$ cat src/rtl/jt49_bus.sv
// AY-3-8910 bus decoder for the jt49 core: synchronises BDIR/BC2/BC1, filters
// glitches, latches the register index and turns bus cycles into core strobes.
module jt49_bus #(
  parameter int SYNC = 1
) (
  input  logic       clk,
  input  logic       rst_n,
  input  logic       bdir,
  input  logic       bc2,
  input  logic       bc1,
  input  logic       a8,
  input  logic       a9_n,
  input  logic [7:0] da_in,
  output logic [7:0] da_out,
  output logic       da_oe,
  output logic [3:0] addr,
  output logic       cs_n,
  output logic       wr_n,
  output logic [7:0] din,
  input  logic [7:0] core_dout
);

  typedef enum logic [1:0] {IDLE, LATCH, WRITE, READ} state_t;

  logic [12:0] bus_raw;
  logic [12:0] bus;

  assign bus_raw = {bdir, bc2, bc1, a8, a9_n, da_in};

  if (SYNC != 0) begin : g_sync2
    logic [12:0] stg1_q;
    logic [12:0] stg2_q;
    always_ff @(posedge clk) begin
      if (!rst_n) begin
        stg1_q <= '0;
        stg2_q <= '0;
      end else begin
        stg1_q <= bus_raw;
        stg2_q <= stg1_q;
      end
    end
    assign bus = stg2_q;
  end else begin : g_sync1
    logic [12:0] stg1_q;
    always_ff @(posedge clk) begin
      if (!rst_n) begin
        stg1_q <= '0;
      end else begin
        stg1_q <= bus_raw;
      end
    end
    assign bus = stg1_q;
  end

  logic [2:0] code;
  logic       bus_a8;
  logic       bus_a9_n;
  logic [7:0] bus_da;
  logic       stable;
  logic       hit;

  assign code     = bus[12:10];
  assign bus_a8   = bus[9];
  assign bus_a9_n = bus[8];
  assign bus_da   = bus[7:0];

  state_t     state_q, state_d;
  logic [2:0] code_prev_q;
  logic       sel_q, sel_d;
  logic [3:0] addr_q, addr_d;
  logic [7:0] hold_q, hold_d;
  logic [7:0] din_q, din_d;
  logic [7:0] da_out_q, da_out_d;
  logic       da_oe_q, da_oe_d;
  logic       cs_n_q, cs_n_d;
  logic       wr_n_q, wr_n_d;
  logic       strobe;
  logic       reading;

  assign stable = (code == code_prev_q);
  assign hit    = (bus_da[7:4] == 4'h0) && bus_a8 && !bus_a9_n;

  always_comb begin
    state_d = state_q;
    if (stable) begin
      case (code)
        3'b001, 3'b100, 3'b111: state_d = LATCH;
        3'b110:                 state_d = WRITE;
        3'b011:                 state_d = READ;
        default:                state_d = IDLE;
      endcase
    end

    sel_d  = sel_q;
    addr_d = addr_q;
    if (stable && state_d == LATCH) begin
      sel_d = hit;
      if (hit) addr_d = bus_da[3:0];
    end

    // Capture only while the sampled code still reads 110, so the data that
    // arrives alongside the exit code never overwrites the write value.
    hold_d = hold_q;
    if (code == 3'b110 && (state_q == WRITE || stable)) hold_d = bus_da;

    // Any stable exit from WRITE (including straight into READ/LATCH) strobes;
    // the strobe cycle suppresses the read enable so wr_n and da_oe never overlap.
    strobe  = (state_q == WRITE) && (state_d != WRITE) && sel_q;
    reading = (state_d == READ) && sel_q && !strobe;

    din_d    = strobe ? hold_q : din_q;
    wr_n_d   = !strobe;
    cs_n_d   = !(strobe || reading);
    da_oe_d  = reading;
    da_out_d = reading ? core_dout : da_out_q;
  end

  always_ff @(posedge clk) begin
    if (!rst_n) begin
      state_q     <= IDLE;
      code_prev_q <= '0;
      sel_q       <= 1'b0;
      addr_q      <= '0;
      hold_q      <= '0;
      din_q       <= '0;
      da_out_q    <= '0;
      da_oe_q     <= 1'b0;
      cs_n_q      <= 1'b1;
      wr_n_q      <= 1'b1;
    end else begin
      state_q     <= state_d;
      code_prev_q <= code;
      sel_q       <= sel_d;
      addr_q      <= addr_d;
      hold_q      <= hold_d;
      din_q       <= din_d;
      da_out_q    <= da_out_d;
      da_oe_q     <= da_oe_d;
      cs_n_q      <= cs_n_d;
      wr_n_q      <= wr_n_d;
    end
  end

  assign addr   = addr_q;
  assign din    = din_q;
  assign da_out = da_out_q;
  assign da_oe  = da_oe_q;
  assign cs_n   = cs_n_q;
  assign wr_n   = wr_n_q;

endmodule
$ cat config.mk
export PLATFORM = sky130hd
export DESIGN_NAME = jt49_bus
export DESIGN_NICKNAME = d
export VERILOG_FILES = /design/src/rtl/jt49_bus.sv
export SDC_FILE = /design/constraint.sdc
export NUM_CORES = 1
export LEC_CHECK = 0
export ABC_AREA = 1
export BUFFER_PORTS_ARGS = -buffer_cell sky130_fd_sc_hd__clkbuf_2
export CAP_MARGIN = 10
export CORE_MARGIN = 2
export CORE_UTILIZATION = 50
export DETAILED_ROUTE_END_ITERATION = 12
export PLACE_DENSITY = 0.73
export SETUP_SLACK_MARGIN = 0.5
export SLEW_MARGIN = 20
export SYNTH_ARGS = -nofsm -noshare
export SYNTH_HDL_FRONTEND = slang
export SYNTH_SLANG_ARGS = --single-unit
export TNS_END_PERCENT = 10
$ cat constraint.sdc
create_clock -name clk -period 1.8 [get_ports clk]
set_clock_uncertainty 0.05 [all_clocks]
set_input_delay 0.09 -clock clk [delete_from_list [all_inputs] [get_ports clk]]
set_output_delay 0.09 -clock clk [all_outputs]
set_load 0.01 [all_outputs]
==> reports/qor.yml <==
sta:
  maxClockFrequency_ghz: 0.673
  finalHoldViolations: 0
  max_slew_margin: 0.720
  setup_repair_after_global_routing_missed_its_margin: "yes"
  report.final.slew_viol_count: 0
  tightest_slew_ps: 420
  period_needed_ps: 1490
  min_period_over_period: 0.826
  totalNegativeSetupSlack_ps: 0
  setup_viol: 0
die:
  coreArea_sq_um: 4690
  io-pin-count: 46
  placementRows: 25
  die_area_sq_um: 5420
  die_h_microns: 73.6
  die_w_microns: 73.6
  start_util: 0.516
yosys:
  synth-seq-cells: 63
  syn_area_per_cell_sq_um: 7.86
  yosysWarnings: 0
  syn-instance-count: 308
  post_synthesis_sequential_area_ratio: 0.521
  synth_enable_flop_cells: 0
  netlist-cell-type-count: 23
  cell_area_synth_sq_um: 2420
  postSynthNetCount: 331
  asyncSetResetFlopFracSynth: 0
  synth_ff_type: "dfxtp_1"
route:
  routed_wire_length_per_instance_microns: 10.1
  dr.first_iter.drc_count: 71
  via_count: 1941
  drt_drc_violations_left: 0
  detail_route.vias_per_cell: 4.51
  drt_first_pass_iters: 5
  totalWireLength_microns: 4320
  postRouteAntennaNets: 0
clock_tree:
  cts_root_buffer: "clkbuf_8"
  ctsHtreeMaxLevel: 3
  tritoncts: "yes"
  worstSkewPairLatency_ps: 330
  numClockSinks: 63
  cts_buffer_depth: 2
  tritoncts.num_buffers: 9
  clkTransAtPathRegs_ps: 60
final_layout:
  num-nets-final: 395
  layout.core_utilization: 0.671
  number_of_filler_cells_placed_in_the_layout: 399
  syn2layout_area_growth_pct: 30.0
  fraction_of_layout_cells_with_a_size_suffix_above_1: 0.269
  n_diodes: 0
global_route:
  via_count_of_the_first_global_routing_pass: 1804
  first_pass_grt_wire_length_microns: 7160
  grt_usage: 0.175
  grt_overflow_total: 0
  grt_max_degree: 50
  number_of_antenna_violations_at_the_first_check_in_global_routing: 0
setup_path:
  start_kind: "register"
  worstPathArrival_ps: 1660
  cp.required_ps: 1980
  end_kind: "register"
  maximum_fanout_encountered_on_the_critical_timing_path: 8
  timing_worst_setup_path_type: "register to register"
pwr:
  pwr_density_cell_nw_per_um2: 1010
  leakage_uw: 0.00158
  vdd_drop_max_v: 0.000628
status:
  result_of_the_run: "completed"
place:
  gpl.final_weighted_congestion: 0.809
  post-dp-hpwl_microns: 2670
  portBuffers: 45
worst_hold_path:
  worstHoldPathType: "input port to register"
run:
  drv.max_cap_violation_count: 0
[area by class of cell]
cell class / instances / area (sq um) / area share
sequential: 63 / 1270 / 0.405
clock buffer: 12 / 155 / 0.0493
timing repair buffer: 62 / 402 / 0.128
tap: 54 / 67.6 / 0.0215
multi-input combinational: 175 / 925 / 0.294
clock inverter: 3 / 90.1 / 0.0286
inverter: 61 / 234 / 0.0743
[worst max-delay path, stage by stage (launching register included)]
cell	delay (ps)
dfxtp_4	390
inv_4	50
nand2_2	50
nand2_2	60
nor2_4	140
nand3_2	100
nand2_4	150
buf_12	120
nand2_4	70
a21oi_1	140
nor2_1	60
[registers in the layout, summed over array words and instances, names as in the netlist, 2 cells and up]
register,flops
hold_q,8
state_q,2
g_sync2.stg1_q,13
da_out,8
addr,4
bus,13
din,8
code_prev_q,3
[through the flow]
step           hold WS (ps)  setup WS (ps)  instance area (sq um)  total power [uW]  cells
2_1_floorplan           138            394                   2430              1620    308
3_3_place_gp            221            245                   2650              1660    398
3_5_place_dp            224            163                   2650              1660    398
4_1_cts                6.40            328                   3110              3200    430
5_1_grt                31.1            189                   3150              3300    430
6_report               28.2            313                   3150              3170    430
[cells in the mapped netlist, types with 3 or more instances]
master    instances  share of area
clkbuf_1          4         0.0062
dfxtp_1          63           0.52
o21ai_0          13          0.027
buf_4             3         0.0093
nor2_1           32          0.050
nand3_2           5          0.021
inv_1            59          0.091
nand3_1          19          0.039
nor2_4            3          0.014
a21oi_1          21          0.043
nand2_2           6          0.015
nand2_1          64          0.099
[final timing paths]
| check | start | to | slack, ps | cells after the start |
|---|---|---|---|---|
| setup / recovery | bus[12] | din[2] | 310 | 10 |
| hold / removal | core_dout[3] | da_out[3] | 30 | 5 |
| setup reg to reg | bus[12] | din[2] | 310 | 10 |
| hold reg to reg | g_sync2.stg1_q[12] | bus[12] | 360 | 2 |
[placed cells by master, fill, tap and decap left out, drive strengths merged]
cell type,count
nand2,72
dlygate4sd3,13
nand3,26
buf,4
inv,61
clkbuf,57
bufinv,3
nand3b,1
nor2,37
dfxtp,63
xnor2,1
and2,1
a21oi,21
nor3,1
o21ai,15
[logic make-up after synthesis]
kind of cell | synth area share
AO/OA/AOI/OAI | 0.0744
flip-flops | 0.521
buffers and inverters | 0.131
AND/OR/NAND/NOR | 0.263
XOR/XNOR | 0.0114
[where the power goes]
group / total [uW] / switching (uW) / internal [uW]
Clock: 1480 / 493 / 989
Sequential: 1450 / 20.2 / 1430
Combinational: 241 / 142 / 99.4
Total: 3170 / 655 / 2520
[repair_timing]
action,in CTS,in global routing
setup endpoints to repair,33,33
buffers inserted,2,0
pin swaps,12,9
endpoints found under the hold margin,13,0
gates resized for setup,16,9
gates cloned,2,0
hold buffers,13,0
[layer usage]
| metal | wire [microns] | vias up | track usage | share of wire |
|---|---|---|---|---|
| li1 | - | 1058 | - | - |
| met1 | 1960 | 823 | 0.185 | 0.45 |
| met2 | 2040 | 52 | 0.306 | 0.47 |
| met3 | 262 | 8 | 0.0741 | 0.061 |
| met4 | 60 | 0 | 0.0707 | 0.014 |
| met5 | 0 | - | 0 | 0 |
Note: power is estimated with default switching activity, not from simulation.
